## src/rtl/branch_resolve_unit_if.sv

```systemverilog
// Bundles the branch request inputs and the registered resolution outputs of
// branch_resolve_unit.
interface branch_resolve_unit_if #(
  parameter int WIDTH     = 16,
  parameter int PC_WIDTH  = 16,
  parameter int OFF_WIDTH = 8,
  parameter int CNT_WIDTH = 8
);
  logic                 in_valid;
  logic                 stall;
  logic [2:0]           cond;
  logic [WIDTH-1:0]     op_a;
  logic [WIDTH-1:0]     op_b;
  logic [PC_WIDTH-1:0]  pc_next;
  logic [OFF_WIDTH-1:0] offset;
  logic                 out_valid;
  logic                 taken;
  logic [PC_WIDTH-1:0]  target;
  logic                 flush;
  logic [CNT_WIDTH-1:0] taken_count;

  modport master (
    output in_valid, stall, cond, op_a, op_b, pc_next, offset,
    input  out_valid, taken, target, flush, taken_count
  );

  modport slave (
    input  in_valid, stall, cond, op_a, op_b, pc_next, offset,
    output out_valid, taken, target, flush, taken_count
  );
endinterface

```

## src/rtl/branch_resolve_unit.sv

```systemverilog
// EX-stage branch resolver: evaluates the condition, registers the decision and
// target, squashes younger slots after a taken branch, and counts taken branches.
module branch_resolve_unit #(
  parameter int WIDTH        = 16,
  parameter int PC_WIDTH     = 16,
  parameter int OFF_WIDTH    = 8,
  parameter int FLUSH_CYCLES = 2,
  parameter int CNT_WIDTH    = 8
) (
  input  logic               clk,
  input  logic               rst,
  branch_resolve_unit_if.slave bus
);
  localparam int FC_W = $clog2(FLUSH_CYCLES + 1);

  typedef enum logic {S_IDLE, S_FLUSH} state_t;

  state_t               r_state, w_state_nxt;
  logic [FC_W-1:0]      r_flush_cnt, w_flush_cnt_nxt;
  logic                 r_out_valid, r_taken;
  logic [PC_WIDTH-1:0]  r_target;
  logic [CNT_WIDTH-1:0] r_count;

  logic [WIDTH:0]       w_diff;
  logic                 w_eq, w_lt_s, w_lt_u, w_cond_true, w_capture;
  logic [PC_WIDTH-1:0]  w_target;

  assign w_diff = {bus.op_a[WIDTH-1], bus.op_a} - {bus.op_b[WIDTH-1], bus.op_b};
  assign w_eq   = (w_diff == '0);
  assign w_lt_s = w_diff[WIDTH];
  // Top result bit is a_msb ^ b_msb ^ borrow-in, so the W-bit borrow falls out of the same subtractor.
  assign w_lt_u = w_diff[WIDTH] ^ bus.op_a[WIDTH-1] ^ bus.op_b[WIDTH-1];

  assign w_target = bus.pc_next + PC_WIDTH'(signed'(bus.offset));

  always_comb begin
    w_cond_true = 1'b0;
    case (bus.cond)
      3'b000:  w_cond_true = w_eq;
      3'b001:  w_cond_true = !w_eq;
      3'b010:  w_cond_true = w_lt_s;
      3'b011:  w_cond_true = !w_lt_s;
      3'b100:  w_cond_true = w_lt_u;
      3'b101:  w_cond_true = !w_lt_u;
      3'b110:  w_cond_true = 1'b1;
      default: w_cond_true = 1'b0;
    endcase
  end

  always_comb begin
    w_state_nxt     = r_state;
    w_flush_cnt_nxt = r_flush_cnt;
    w_capture       = 1'b0;
    case (r_state)
      S_IDLE: begin
        if (bus.in_valid && !bus.stall) begin
          w_capture = 1'b1;
          if (w_cond_true) begin
            w_state_nxt     = S_FLUSH;
            w_flush_cnt_nxt = FC_W'(FLUSH_CYCLES);
          end
        end
      end
      default: begin
        if (!bus.stall) begin
          if (r_flush_cnt == FC_W'(1)) begin
            w_state_nxt     = S_IDLE;
            w_flush_cnt_nxt = '0;
          end else begin
            w_flush_cnt_nxt = r_flush_cnt - 1'b1;
          end
        end
      end
    endcase
  end

  always_ff @(posedge clk or posedge rst) begin
    if (rst) begin
      r_state     <= S_IDLE;
      r_flush_cnt <= '0;
    end else begin
      r_state     <= w_state_nxt;
      r_flush_cnt <= w_flush_cnt_nxt;
    end
  end

  always_ff @(posedge clk or posedge rst) begin
    if (rst) begin
      r_out_valid <= 1'b0;
      r_taken     <= 1'b0;
      r_target    <= '0;
      r_count     <= '0;
    end else if (!bus.stall) begin
      r_out_valid <= w_capture;
      if (w_capture) begin
        r_taken  <= w_cond_true;
        r_target <= w_cond_true ? w_target : bus.pc_next;
        if (w_cond_true && r_count != '1) r_count <= r_count + 1'b1;
      end
    end
  end

  assign bus.out_valid   = r_out_valid;
  assign bus.taken       = r_taken;
  assign bus.target      = r_target;
  assign bus.flush       = (r_state == S_FLUSH);
  assign bus.taken_count = r_count;
endmodule

```

## src/flat_wrapper.sv

```systemverilog
// flat-port wrapper written by rule: the top's interface ports become plain ports
module branch_resolve_unit_flat 
#(
  parameter int WIDTH        = 16,
  parameter int PC_WIDTH     = 16,
  parameter int OFF_WIDTH    = 8,
  parameter int FLUSH_CYCLES = 2,
  parameter int CNT_WIDTH    = 8
)
  (clk, rst, bus_in_valid, bus_stall, bus_cond, bus_op_a, bus_op_b, bus_pc_next, bus_offset, bus_out_valid, bus_taken, bus_target, bus_flush, bus_taken_count);
  branch_resolve_unit_if #(.WIDTH(WIDTH), .PC_WIDTH(PC_WIDTH), .OFF_WIDTH(OFF_WIDTH), .CNT_WIDTH(CNT_WIDTH)) bus_i ();
  input  logic clk;
  input  logic rst;
  input wire logic [$bits(bus_i.in_valid)-1:0] bus_in_valid;
  input wire logic [$bits(bus_i.stall)-1:0] bus_stall;
  input wire logic [$bits(bus_i.cond)-1:0] bus_cond;
  input wire logic [$bits(bus_i.op_a)-1:0] bus_op_a;
  input wire logic [$bits(bus_i.op_b)-1:0] bus_op_b;
  input wire logic [$bits(bus_i.pc_next)-1:0] bus_pc_next;
  input wire logic [$bits(bus_i.offset)-1:0] bus_offset;
  output wire logic [$bits(bus_i.out_valid)-1:0] bus_out_valid;
  output wire logic [$bits(bus_i.taken)-1:0] bus_taken;
  output wire logic [$bits(bus_i.target)-1:0] bus_target;
  output wire logic [$bits(bus_i.flush)-1:0] bus_flush;
  output wire logic [$bits(bus_i.taken_count)-1:0] bus_taken_count;
  assign bus_i.in_valid = bus_in_valid;
  assign bus_i.stall = bus_stall;
  assign bus_i.cond = bus_cond;
  assign bus_i.op_a = bus_op_a;
  assign bus_i.op_b = bus_op_b;
  assign bus_i.pc_next = bus_pc_next;
  assign bus_i.offset = bus_offset;
  assign bus_out_valid = bus_i.out_valid;
  assign bus_taken = bus_i.taken;
  assign bus_target = bus_i.target;
  assign bus_flush = bus_i.flush;
  assign bus_taken_count = bus_i.taken_count;
  branch_resolve_unit #(.WIDTH(WIDTH), .PC_WIDTH(PC_WIDTH), .OFF_WIDTH(OFF_WIDTH), .FLUSH_CYCLES(FLUSH_CYCLES), .CNT_WIDTH(CNT_WIDTH)) u_core (.clk(clk), .rst(rst), .bus(bus_i));
endmodule
```

## config.mk

```make
export PLATFORM = sky130hd
export DESIGN_NAME = branch_resolve_unit_flat
export DESIGN_NICKNAME = d
export VERILOG_FILES = /design/src/rtl/branch_resolve_unit_if.sv /design/src/rtl/branch_resolve_unit.sv /design/src/flat_wrapper.sv
export SDC_FILE = /design/constraint.sdc
export NUM_CORES = 1
export LEC_CHECK = 0
export ABC_AREA = 1
export ABC_CLOCK_PERIOD_IN_PS = 1900
export BUFFER_PORTS_ARGS = -buffer_cell sky130_fd_sc_hd__buf_2
export CAP_MARGIN = 20
export CORE_MARGIN = 2
export CORE_UTILIZATION = 45
export CTS_CLUSTER_DIAMETER = 30
export DETAILED_ROUTE_END_ITERATION = 12
export GPL_TIMING_DRIVEN = 1
export PLACE_DENSITY = 0.69
export SLEW_MARGIN = 40
export SYNTH_ARGS = -nofsm -noshare
export SYNTH_HDL_FRONTEND = slang
export SYNTH_SLANG_ARGS = --single-unit
```

## constraint.sdc

```tcl
create_clock -name clk -period 1.9 [get_ports clk]
set_clock_uncertainty 0.05 [all_clocks]
set_input_delay 0.19 -clock clk [delete_from_list [all_inputs] [get_ports clk]]
set_output_delay 0.19 -clock clk [all_outputs]
set_load 0.02 [all_outputs]
```

# Yosys cells after proc, flatten, opt, wreduce, memory -nomap -nowiden
# Cells that the tools add are included.
[word_totals]
wordCells = 49
register_bits = 29
output_inout_bits = 27
[classes]
n_bitwise = 3
n_addsub = 4
reduce_logical = 13
n_mux = 14
n_eq_ne = 9
[op_table]
columns = ["operator", "n"]
rows = [
  ["17-bit zero test", 1],
  ["16-bit by 16-bit subtractor with 17-bit output", 1],
  ["16-bit adder", 1],
  ["16-bit two-way mux", 1],
  ["2-bit two-way mux", 5],
  ["3-bit == test, second input constant", 3],
  ["8-bit by 1-bit adder with 8-bit output, second input constant", 1],
  ["8-bit != test, second input constant", 1],
  ["1-bit two-way mux", 7],
  ["1-bit case mux with 7 select lines", 1],
  ["3-bit by 2-bit == test with 1-bit output, second input constant", 2],
  ["3-bit AND reduction", 2],
  ["1-bit zero test", 4],
  ["2-bit nonzero test", 2],
  ["3-bit by 1-bit == test with 1-bit output, second input constant", 1],
  ["3-bit zero test", 1],
  ["2-bit by 1-bit == test with 1-bit output, second input constant", 1],
  ["1-bit logical AND", 2],
  ["2-bit != test, second input constant", 1],
  ["2-bit AND reduction", 1],
  ["2-bit by 1-bit subtractor with 2-bit output, second input constant", 1],
  ["1-bit bitwise XOR", 2],
  ["1-bit inverter", 1],
]

# Depth between registers and ports, before layout
# Gate-level depths: netlist of run 1.
[logic_depth]
ltp_word = 8
depth_mapped = 22
ltp_nobuf = 22

# Worst setup path before layout of run 1
# Ideal clock, no wire load.
[synth_timing]
path_type = "input-to-reg"
from = "in bus_op_a[0]"
to = "reg u_core.r_target[10], in the netlist u_core.bus.target[10]"
path_slack_ns = -0.451
setup_ns = 0.118
n_path_buf = 1
required_ns = 1.732
arrival_ns = 2.183
stages = 20
cell_sequence = "inv_1 ha_1 fa_1 inv_1 nand2_1 nand2_1 nand3_1 nand2_1 nand2_1 nand2_1 nor2_1 nor2_1 nand3_1 nor2_1 nand3_4 nand3_4 buf_6 nand2_1 nand3_1 nand2_1"
[synth_via]
elab_chain_len = 6
word_cells_on_any_way = 9
classes_between = "add/sub: 1; mux: 2; bitwise: 2; reduce/logical: 4"
[synth_lines]
columns = ["item", "line", "rtl"]
rows = [
  ["start, declared", "flat_wrapper.sv:17", "input wire logic [$bits(bus_i.op_a)-1:0] bus_op_a;"],
  ["16-bit by 16-bit subtractor with 17-bit output (*)", "branch_resolve_unit.sv:28", "assign w_diff = {bus.op_a[WIDTH-1], bus.op_a} - {bus.op_b[WIDTH-1], bus.op_b};"],
  ["parallel branches: the longest is 3 deep, another holds 17-bit zero test", "-", ""],
  ["1-bit case mux with 7 select lines (*)", "branch_resolve_unit.sv:38", "case (bus.cond)"],
  ["16-bit two-way mux (*)", "branch_resolve_unit.sv:97", "r_target <= w_cond_true ? w_target : bus.pc_next;"],
  ["end signal, assigned", "branch_resolve_unit.sv:97", ""],
  ["end, declared", "branch_resolve_unit.sv:21", "logic [PC_WIDTH-1:0] r_target;"],
]
# Every way passes the cells marked *.
# A chain may end at the register's enable or synchronous reset.

# Worst setup path in the final report of run 1
[layout_timing]
from = "in bus_op_a[0]"
to = "reg u_core.r_target[9], in the netlist u_core.bus.target[9]"
# Same word-level chain as after synthesis.

==> flow_summary.json, run 1 <==
{
  "total_wirelength_microns": 10420,
  "utilization_pct": 69.41,
  "worst-slew-pin-transition_ps": 445.9,
  "cts.reportedPaths.clkPinSlew_ps": 60,
  "route.antenna.remaining_nets": 0,
  "postSynthNetCount": 694,
  "synthesis.area_sq_mm": 0.003625,
  "synth-seq-area-share_pct": 20.02,
  "fin_hold_ws_ps": 80.58,
  "worstPathCellList": "buf_8, inv_12, ha_4, fa_2, inv_2, nand2_2, nand2_4, nand3_4, nand2_4, nand2_4, nand3_4, buf_4, nand3_2, nand3_1, nand2_1, nor2_4, nand3_4, buf_4, buf_16, nand2_1, nand3_1, nand2_1",
  "vertical_extent_of_the_die_microns": 93.75,
  "cts.root.buffer_cell": "clkbuf_8",
  "postLayoutSetupSlackWorst_ps": -441.6,
  "die-area_sq_mm": 0.008789,
  "slew_headroom_pct": 70.19,
  "fmax_mhz": 427.1,
  "finalSetupViolations": 28,
  "instances_no_fill": 879,
  "multiInputGateArea_sq_mm": 0.002750,
  "postSynthRegisterBits": 29,
  "htreeDepth": 2,
  "grt_overflow_total": 0,
  "worstSetupPathType": "input pin to flip-flop",
  "detailroute.via_count": 4326,
  "final_layout_size_suffix_gt1_share_pct": 34.88,
  "first_global_vias": 4072,
  "final_nets": 874,
  "startpoint_type": "input pin",
  "initialDrtViolationCount": 239,
  "clk_latency_ps": 280,
  "run_status": "complete, but fails checks",
  "port_buffers": 89,
  "rsz0062_at_grt": "yes",
  "crit_path_top_delay_cell": "fa_2",
  "die_w_microns": 93.75,
  "max_stage_delay_ps": 350,
  "synthesis.instances": 596,
  "finalHoldViolations": 0,
  "antenna_cells_inserted": 0,
  "place.detailed.hpwl_microns": 8095,
  "core-area_sq_mm": 0.007767,
  "mostFrequentLayoutCells": "nand2_1 (193), inv_1 (101), buf_2 (87)",
  "synth_cell_types": 34,
  "grt_antenna_before_repair": 0,
  "critPathCaptureType": "flip-flop",
  "synthesis.area_per_instance_sq_um": 6.082,
  "fin_crit_ps": 2342,
  "worst_ep_arrival_time_ps": 2510,
  "globalplace.congestion": 0.9076,
  "drt_wl_cell_microns": 11.85,
  "grt_first_pass_wirelength_microns": 16910,
  "grt.total_usage_pct": 23.11,
  "synth_to_layout_area_growth_pct": 48.74,
  "drcViolationCount": 0,
  "fillerInstances": 686,
  "place.detailed.instances": 860,
  "final_max_slew_viol_count": 0,
  "violated_checks": "setup timing",
  "worstPathMaxFanout": 5,
  "sequential_cell_area_sq_um": 725.7,
  "dpl_worst_slack_ps": -776.4,
  "post_drt_via_cell_ratio": 4.922,
  "numCtsBuffers": 5,
  "initial_utilization_pct": 46.67,
  "ir_drop_mv": 0.3497,
  "crit_required_ps": 2070,
  "cts_max_path_buffers": 2,
  "row_count": 32,
  "maxCapViolCount": 0,
  "first_pass_iters": 4,
  "maximum_number_of_pins_on_one_net_before_global_route_repair": 30,
  "power.static_leakage_nw": 3.170,
  "pwr_density_cell_mw_per_mm2": 722.7,
  "tritoncts": "done",
  "worst_hold_path_type": "input pin to flip-flop",
  "numClockSinks": 29,
  "ioPinCount": 90,
  "most_frequent_standard_cell_in_the_layout_excluding_fill_and_tap_cells": "nand2_1",
  "synth.yosys.warnings": 0,
  "fin_crit_sh_pct": 123.2,
  "fin_setup_tns_ps": -10220
}
-- sequential cells by signal, summed over array words and instances, names as in the netlist --
register and count:
u_core.bus.flush 1, u_core.bus.out_valid 1, u_core.bus.taken 1, u_core.bus.taken_count 8, u_core.bus.target 16, u_core.r_flush_cnt 2
-- synth_stat cells --
cell | count | share of area (%)
a21o_1 | 1 | 0.21
buf_6 | 2 | 0.62
inv_1 | 104 | 11
or2_1 | 1 | 0.17
nand2b_1 | 1 | 0.17
or2_2 | 1 | 0.17
nand2_2 | 6 | 1.0
nand3_4 | 2 | 0.97
o21a_1 | 2 | 0.41
inv_2 | 5 | 0.52
nand2_1 | 219 | 23
xnor2_1 | 7 | 1.7
a21oi_1 | 25 | 3.5
o21bai_1 | 3 | 0.62
xor2_1 | 14 | 3.4
nor2_1 | 32 | 3.3
nand3_1 | 49 | 6.8
nand2_4 | 1 | 0.31
nor3_1 | 4 | 0.55
buf_2 | 2 | 0.28
clkinv_1 | 1 | 0.10
nor2_2 | 1 | 0.17
nand3_2 | 5 | 1.4
nor2b_1 | 1 | 0.17
nand3b_1 | 5 | 1.0
ha_1 | 33 | 11
nor2_4 | 1 | 0.31
fa_1 | 2 | 1.1
clkbuf_1 | 4 | 0.41
o21ai_0 | 4 | 0.55
a21oi_2 | 2 | 0.48
nand4_1 | 26 | 4.5
nor3_2 | 1 | 0.28
dfrtp_1 | 29 | 20
-- layer usage --
| metal | wire length, microns | global-route usage (%) | part of all wire (%) | vias to the layer above |
|---|---|---|---|---|
| li1 | - | - | - | 2234 |
| met1 | 5029 | 32.09 | 48 | 1992 |
| met2 | 4891 | 39.29 | 47 | 92 |
| met3 | 432 | 2.327 | 4.1 | 8 |
| met4 | 61 | 4.106 | 0.59 | 0 |
| met5 | 0 | 0 | 0 | - |
-- path summary, 6_finish.rpt --
| check | from | endpoint | slack, ps | depth (start not counted) |
|---|---|---|---|---|
| max | bus_op_a[0] | u_core.bus.target[9]$_DFFE_PP0P_ | -440 | 22 |
| min | bus_stall | u_core.bus.out_valid$_DFFE_PP0N_ | 80 | 3 |
| max reg2reg | u_core.bus.taken_count[0]$_DFFE_PP0P_ | u_core.bus.taken_count[2]$_DFFE_PP0P_ | 80 | 7 |
| max in group asynchronous | rst | u_core.bus.target[13]$_DFFE_PP0P_ | 1060 | 4 |
| min reg2reg | u_core.bus.taken$_DFFE_PP0P_ | u_core.bus.taken$_DFFE_PP0P_ | 430 | 2 |
| min in group asynchronous | rst | u_core.bus.taken_count[6]$_DFFE_PP0P_ | 460 | 4 |
-- repair_timing --
item                       in CTS  in global routing
hold endpoints to repair       29                  0
setup buffers                   5                  2
hold buffers                    1                  0
resized for setup              33                 42
setup endpoints to repair      28                 28
gates cloned                    2                  1
pin swaps                      26                 19
-- worst max-delay path, delay by kind of cell --
family | cells | cell delay [ps]
adder cells (fa/ha/maj) | 2 | 500
buffers and inverters | 6 | 580
AND/OR/NAND/NOR | 14 | 1220
-- stage by stage --
stage | instance area [sq um] | total power, mW
6_report | 5391 | 3.896
2_1_floorplan | 3670 | 2.315
3_5_place_dp | 4825 | 3.115
5_1_grt | 5391 | 4.203
3_3_place_gp | 4825 | 3.052
4_1_cts | 5145 | 3.764
-- report_power, final --
group	leakage, nW	internal, mW	total, mW	switching, mW
registers	0.366	0.867	1.06	0.196
logic	2.76	1.02	2.35	1.34
clock network	0.0450	0.253	0.479	0.227
total	3.17	2.14	3.90	1.76
-- final cells by class --
cell class                 count  area share [%]
multi-input combinational    449           51.01
inverter                     110           7.890
clock inverter                 2          0.1857
clock buffer                   6           1.346
sequential                    29           13.46
timing repair buffer         181           23.74
tap                          102           2.367
-- kinds of logic (layout without fill, tap and decap cells) --
group | count (synthesis) | in the layout | synth area share, %
AOI/OAI and AO/OA | 37 | 37 | 5.730
DFF | 29 | 29 | 20.02
and+or+nand+nor | 356 | 356 | 43.98
buffers and inverters | 118 | 299 | 12.70
adders and majority gates | 35 | 35 | 12.50
xor gates and xnor gates | 21 | 21 | 5.074
Power figures use the tool's default switching activity.
==> run 2: changes to the inputs <==
CELL_PAD_IN_SITES_DETAIL_PLACEMENT = 0   (was default)
CELL_PAD_IN_SITES_GLOBAL_PLACEMENT = 2   (was default)
CORE_UTILIZATION = 28   (was 45)
PLACE_DENSITY = 0.81   (was 0.69)
==> flow_summary.json, run 2 (synthesis gave the netlist of run 1 again) <==
{
  "final_layout_size_suffix_gt1_share_pct": 35.35,
  "finish.instance_area_sq_mm": 0.005542,
  "tritoncts": "done",
  "worstHoldPathCells": 3,
  "clk_latency_ps": 270,
  "startpoint_type": "input pin",
  "cts.reportedPaths.clkPinSlew_ps": 50,
  "maximum_number_of_pins_on_one_net_before_global_route_repair": 30,
  "numClockSinks": 29,
  "place.detailed.hpwl_microns": 8904,
  "htreeDepth": 2,
  "drcViolationCount": 0,
  "critPathCaptureType": "flip-flop",
  "first_global_vias": 4093,
  "cts_max_path_buffers": 2,
  "synth_to_layout_area_growth_pct": 52.88,
  "grt.total_usage_pct": 15.84,
  "crit_path_top_delay_cell": "fa_2",
  "detailroute.via_count": 4214,
  "port_buffers": 89,
  "antenna_cells_inserted": 0,
  "slew_headroom_pct": 67.11,
  "worst-slew-pin-transition_ps": 490.3,
  "grt_antenna_before_repair": 0,
  "count_of_buffering_cells_on_the_critical_path_with_inverters_included": 5,
  "finalSetupViolations": 28,
  "maxCapViolCount": 0,
  "utilization_pct": 43.91,
  "power.total_mw": 4.291,
  "vertical_extent_of_the_die_microns": 117.8,
  "worstSetupPathType": "input pin to flip-flop",
  "ioPinCount": 90,
  "fmax_mhz": 438.9,
  "first_pass_iters": 4,
  "ir_drop_mv": 0.5217,
  "largest_register_ffs": 16,
  "postLayoutSetupSlackWorst_ps": -378.5,
  "fin_crit_sh_pct": 119.9,
  "net-switching-power_mw": 1.785,
  "fin_crit_ps": 2278,
  "crit_required_ps": 2010,
  "worstPathCellList": "buf_8, inv_12, ha_4, fa_2, inv_1, nand2_1, nand2_2, nand3_2, nand2_2, nand2_4, nand2_4, nand2_4, nand2_1, nand3_1, nor2_1, nand2_1, nand2_4, nand3_4, buf_12, buf_8, nand4_1, nand2_1",
  "max_stage_delay_ps": 350,
  "instances_no_fill": 950,
  "rsz0062_at_grt": "yes",
  "worstPathMaxFanout": 8,
  "timing.critical_path.max_delay_family": "simple AND/OR/NAND/NOR gates",
  "die_w_microns": 117.8,
  "final_max_slew_viol_count": 0,
  "power.share.combinational_pct": 54.2,
  "share_clk_of_total_power_pct": 21.2,
  "initialDrtViolationCount": 172,
  "placed_area_sq_mm": 0.004895,
  "total_wirelength_microns": 10920,
  "rr_worst_depth": 7,
  "p_int_mw": 2.506,
  "pwr_density_cell_mw_per_mm2": 774.3,
  "grt_overflow_total": 0,
  "grt_use_met3_pct": 1.599,
  "numCtsBuffers": 5,
  "finalHoldViolations": 0,
  "worst_hold_path_type": "input pin to flip-flop",
  "share_seq_of_total_power_pct": 24.6,
  "globalRoute.busiestLayer": "met2",
  "violated_checks": "setup timing",
  "row_count": 41,
  "run_status": "complete, but fails checks",
  "power.static_leakage_nw": 3.237,
  "cts.root.buffer_cell": "clkbuf_16",
  "route.antenna.remaining_nets": 0,
  "crit_cells": 22,
  "global_route.usage.met1_pct": 21.20,
  "drt_wl_cell_microns": 11.49,
  "worst_ep_arrival_time_ps": 2390,
  "final_nets": 875,
  "core-area_sq_mm": 0.01262,
  "switching_share_of_total_power_pct": 41.61,
  "mostFrequentLayoutCells": "nand2_1 (188), inv_1 (103), buf_2 (87)",
  "initial_utilization_pct": 28.72,
  "globalplace.congestion": 0.8328,
  "grt_first_pass_wirelength_microns": 18730,
  "post_drt_via_cell_ratio": 4.436,
  "fin_hold_ws_ps": 83.07,
  "most_frequent_standard_cell_in_the_layout_excluding_fill_and_tap_cells": "nand2_1",
  "place.detailed.instances": 929,
  "grt_util_met2_pct": 27.87,
  "die-area_sq_mm": 0.01387
}
==> run 2: changes by cell type in the layout (fill, tap and decap cells not counted), sizes merged <==
| cell | before | now |
|---|---|---|
| clkinv | 3 | 1 |
| bufinv | 0 | 1 |
| clkbuf | 7 | 8 |
| nand3 | 56 | 57 |
==> run 2: power by group through the flow <==
stage	Clock (mW)	Combinational [mW]	Sequential (mW)
2_1_floorplan	0	1.01	1.31
3_3_place_gp	0	2.04	1.05
3_5_place_dp	0	2.06	1.06
4_1_cts	0.924	2.30	1.06
5_1_grt	0.954	2.59	1.09
6_report	0.908	2.33	1.06
==> run 2: cell type report <==
class                      count  area (sq um)
clock buffer                   7         142.6
clock inverter                 1         30.03
fill                        1350          7078
inverter                     110         425.4
multi-input combinational    450          2774
sequential                    29         725.7
tap                          172         215.2
timing repair buffer         181          1229
==> run 2: repair_timing <==
action                                  in CTS  in global routing
hold buffers                                 1                  0
endpoints found under the hold margin       29                  0
pin swaps                                   23                 16
cloned                                       2                  1
gates resized for setup                     51                 30
endpoints found under the setup margin      28                 28
buffers inserted                            11                  2
==> run 2: tightest hold or removal path: stages <==
cell     delay, ps
buf_2           90
nand2_1         40
nand2_1         50
==> run 2: routing by layer <==
layer	up-vias	share of wire [%]
met2	66	48
met5	-	0
li1	2241	-
met1	1900	48
met4	0	0.71
met3	7	2.9
==> run 2: worst paths after layout <==
path,start,endpoint,slack (ps)
max reg2reg,u_core.bus.taken_count[0]$_DFFE_PP0P_,u_core.bus.taken_count[7]$_DFFE_PP0P_,110
min reg2reg,u_core.bus.target[4]$_DFFE_PP0P_,u_core.bus.target[4]$_DFFE_PP0P_,420
min,bus_stall,u_core.bus.out_valid$_DFFE_PP0N_,80
max,bus_op_a[0],u_core.bus.taken_count[6]$_DFFE_PP0P_,-380
max in group asynchronous,rst,u_core.bus.taken_count[7]$_DFFE_PP0P_,1050
min in group asynchronous,rst,u_core.bus.out_valid$_DFFE_PP0N_,470
==> run 2: through the flow <==
stage                     setup WS [ps]  setup TNS, ps
final                            -378.5          -9524
after global routing             -567.5         -14580
after CTS                        -416.8         -10850
after detailed placement         -867.2         -22310
after global placement           -799.7         -20830
after floorplan                  -379.8          -9565
==> run 3: changes to the inputs <==
ABC_AREA = default   (was 1)
BUFFER_PORTS_ARGS = -buffer_cell sky130_fd_sc_hd__clkbuf_2   (was -buffer_cell sky130_fd_sc_hd__buf_2)
CORE_UTILIZATION = 31   (was 28)
PLACE_DENSITY = 0.82   (was 0.81)
==> flow_summary.json, run 3 <==
{
  "run_status": "complete, but fails checks",
  "violated_checks": "setup timing",
  "hold-path-endpoint": "u_core.bus.target[13]$_DFFE_PP0P_",
  "share_clk_of_total_power_pct": 13.1,
  "htreeDepth": 2,
  "final_nets": 719,
  "dominant_combinational_cell_family_by_area_after_synthesis": "simple AND/OR/NAND/NOR gates",
  "detailroute.wirelength.met2_microns": 4852,
  "synthesis.instances": 421,
  "synth_fa_ha_area_share_pct": 13.51,
  "most_frequent_standard_cell_in_the_layout_excluding_fill_and_tap_cells": "buf_4",
  "synthesis.area_per_instance_sq_um": 7.965,
  "grt_first_pass_wirelength_microns": 16780,
  "worstPathMaxFanout": 5,
  "final_layout_size_suffix_gt1_share_pct": 43.89,
  "critPathCaptureType": "flip-flop",
  "fin_crit_ps": 3071,
  "first_pass_iters": 4,
  "numClockSinks": 29,
  "synth.cells.most_frequent": "nand2_1 (37), nor2_1 (34), ha_1 (33), dfrtp_1 (29)",
  "synthMuxAreaShare_pct": 5.709,
  "worst_r2r_startpoint": "u_core.bus.flush$_DFF_PP0_",
  "synth_simple_gate_area_share_pct": 25.86,
  "power.share.combinational_pct": 59.9,
  "ioPinCount": 90,
  "synth.yosys.warnings": 0,
  "fmax_mhz": 325.6,
  "grt_antenna_before_repair": 0,
  "crit_required_ps": 2020,
  "fin_crit_sh_pct": 161.6,
  "total_wirelength_microns": 10020,
  "worst_hold_path_type": "input pin to flip-flop",
  "clk_latency_ps": 280,
  "cts_max_path_buffers": 2,
  "mostFrequentLayoutCells": "buf_4 (107), clkbuf_2 (88), nand2_1 (36)",
  "synth-seq-area-share_pct": 21.64,
  "slew_headroom_pct": 59.41,
  "synth_to_layout_area_growth_pct": 58.40,
  "drcViolationCount": 0,
  "synth_area_in_compound_gates_pct": 22.20,
  "largest_register_ffs": 16,
  "worst_ep_arrival_time_ps": 3190,
  "postLayoutSetupSlackWorst_ps": -1171,
  "rsz0062_at_grt": "yes",
  "finalSetupViolations": 28,
  "worstSetupPathType": "input pin to flip-flop",
  "maxUsedRoutingLayer": "met4",
  "p_int_mw": 2.212,
  "fin_hold_ws_ps": 158.1,
  "maxCapViolCount": 0,
  "maximum_number_of_pins_on_one_net_before_global_route_repair": 35,
  "first_global_vias": 3815,
  "die_w_microns": 108.0,
  "rr_worst_depth": 5,
  "cts.root.buffer_cell": "clkbuf_8",
  "ff2ff_setup_slack_ps": -180,
  "grt.total_usage_pct": 17.47,
  "drt_wl_cell_microns": 13.22,
  "postSynthNetCount": 519,
  "tritoncts": "done",
  "utilization_pct": 50.99,
  "synth.area.top_cells": "dfrtp_1 (22%), ha_1 (12%), mux2i_1 (5.4%)",
  "numCtsBuffers": 5,
  "core-area_sq_mm": 0.01042,
  "ir_drop_mv": 0.5023,
  "worst-slew-pin-transition_ps": 601.2,
  "cts.reportedPaths.clkPinSlew_ps": 70,
  "detailroute.via_count": 3739,
  "share_seq_of_total_power_pct": 27.0,
  "worstHoldPathCells": 3,
  "startpoint_type": "input pin",
  "grt_overflow_total": 0,
  "biggest_area_consumer_among_synthesized_cells": "dfrtp_1",
  "postSynthRegisterBits": 29,
  "initialDrtViolationCount": 121,
  "power.static_leakage_nw": 2.665,
  "synth_top_area_share_pct": 21.64,
  "drt-met1-wl_microns": 4715,
  "place.detailed.hpwl_microns": 8113,
  "crit-reg2reg-capture": "u_core.bus.taken_count[7]$_DFFE_PP0P_",
  "power.total_mw": 3.888,
  "synth-main-ff-cell": "dfrtp_1",
  "synth_cell_types": 60,
  "synth.most_common_cell": "nand2_1",
  "synth-edff-count": 0,
  "final_max_slew_viol_count": 0,
  "min-delay-start": "bus_pc_next[13]",
  "post_drt_via_cell_ratio": 4.933,
  "globalplace.congestion": 0.8195,
  "net-switching-power_mw": 1.676,
  "row_count": 37,
  "synthesis.area_sq_mm": 0.003353,
  "synth_xor_xnor_area_share_pct": 6.007,
  "finalHoldViolations": 0,
  "async_reset_ff_share_pct": 100.0,
  "die-area_sq_mm": 0.01167,
  "port_buffers": 89,
  "detailroute.wirelength.met3_microns": 336,
  "switching_share_of_total_power_pct": 43.10,
  "pwr_density_cell_mw_per_mm2": 732.1,
  "antenna_cells_inserted": 0,
  "vertical_extent_of_the_die_microns": 108.0,
  "initial_utilization_pct": 32.19,
  "route.antenna.remaining_nets": 0
}
## run 3: kinds of logic after synthesis
group,Yosys count
multiplexers,19
flip-flops,29
XOR/XNOR,23
AO/OA/AOI/OAI,114
buffers and inverters,40
adder cells (fa/ha/maj),35
AND/OR/NAND/NOR,161
## run 3: timing repair
item / 4_1_cts / 5_1_grt
cloned: 1 / 0
gates resized for setup: 29 / 31
setup endpoints to repair: 28 / 28
hold buffers: 1 / 0
hold endpoints to repair: 29 / 0
setup buffers: 4 / 2
pin swaps: 23 / 6
## run 3: power by group through the flow
stage	clock network (mW)	logic (mW)	registers [mW]
floorplan	0	0.987	1.32
global placement	0	2.12	1.05
detailed placement	0	2.15	1.06
CTS	0.524	2.26	1.05
global route	0.552	2.57	1.08
finish	0.509	2.33	1.05
## run 3: final cells by class
type	count	area (sq um)
inverters	28	117.6
repair buffers	205	1418
well taps	136	170.2
clock buffers	5	68.82
flip-flops and latches	29	725.7
multi-input cells	352	2794
fillers	1017	5105
clock inverters	3	17.52
## run 3: worst max path at each step
| stage | slack, ps | cells past startpoint | startpoint | to |
|---|---|---|---|---|
| 2_1_floorplan | -1230 | 14 | bus_op_a[0] | u_core.bus.target[10]$_DFFE_PP0P_ |
| 3_3_place_gp | -1560 | 15 | bus_op_a[0] | u_core.bus.taken_count[1]$_DFFE_PP0P_ |
| 3_5_place_dp | -1620 | 16 | bus_op_a[0] | u_core.bus.target[8]$_DFFE_PP0P_ |
| 4_1_cts | -1190 | 17 | bus_op_a[0] | u_core.bus.target[8]$_DFFE_PP0P_ |
| 5_1_grt | -1310 | 16 | bus_op_a[0] | u_core.bus.taken_count[1]$_DFFE_PP0P_ |
| 6_report | -1170 | 16 | bus_op_a[0] | u_core.bus.taken_count[1]$_DFFE_PP0P_ |
## run 3: critical path: stages
cell and delay, ps:
clkbuf_16 120, inv_12 30, ha_4 140, fa_2 360, xnor2_2 170, nor4_4 280
o21ai_1 150, nor3_2 190, nand4_1 100, or3_4 390, nor4b_4 270, nor4_4 90
buf_12 150, buf_6 110, nor2b_4 110, mux2_2 330
## run 3: through the flow
stage                     worst slack [ps]  TNS [ps]  cells  cell area (sq um)
final                                -1171    -30720    758               5311
after global routing                 -1313    -34300    758               5311
after CTS                            -1187    -31070    756               5161
after detailed placement             -1622    -43270    742               4866
after global placement               -1557    -42210    742               4866
after floorplan                      -1225    -32640    421               3461
## run 3: per-layer routing
metal	global-route usage [%]	vias up
met3	1.929	11
li1	-	1933
met4	4.945	0
met1	22.65	1725
met5	0	-
met2	30.64	70
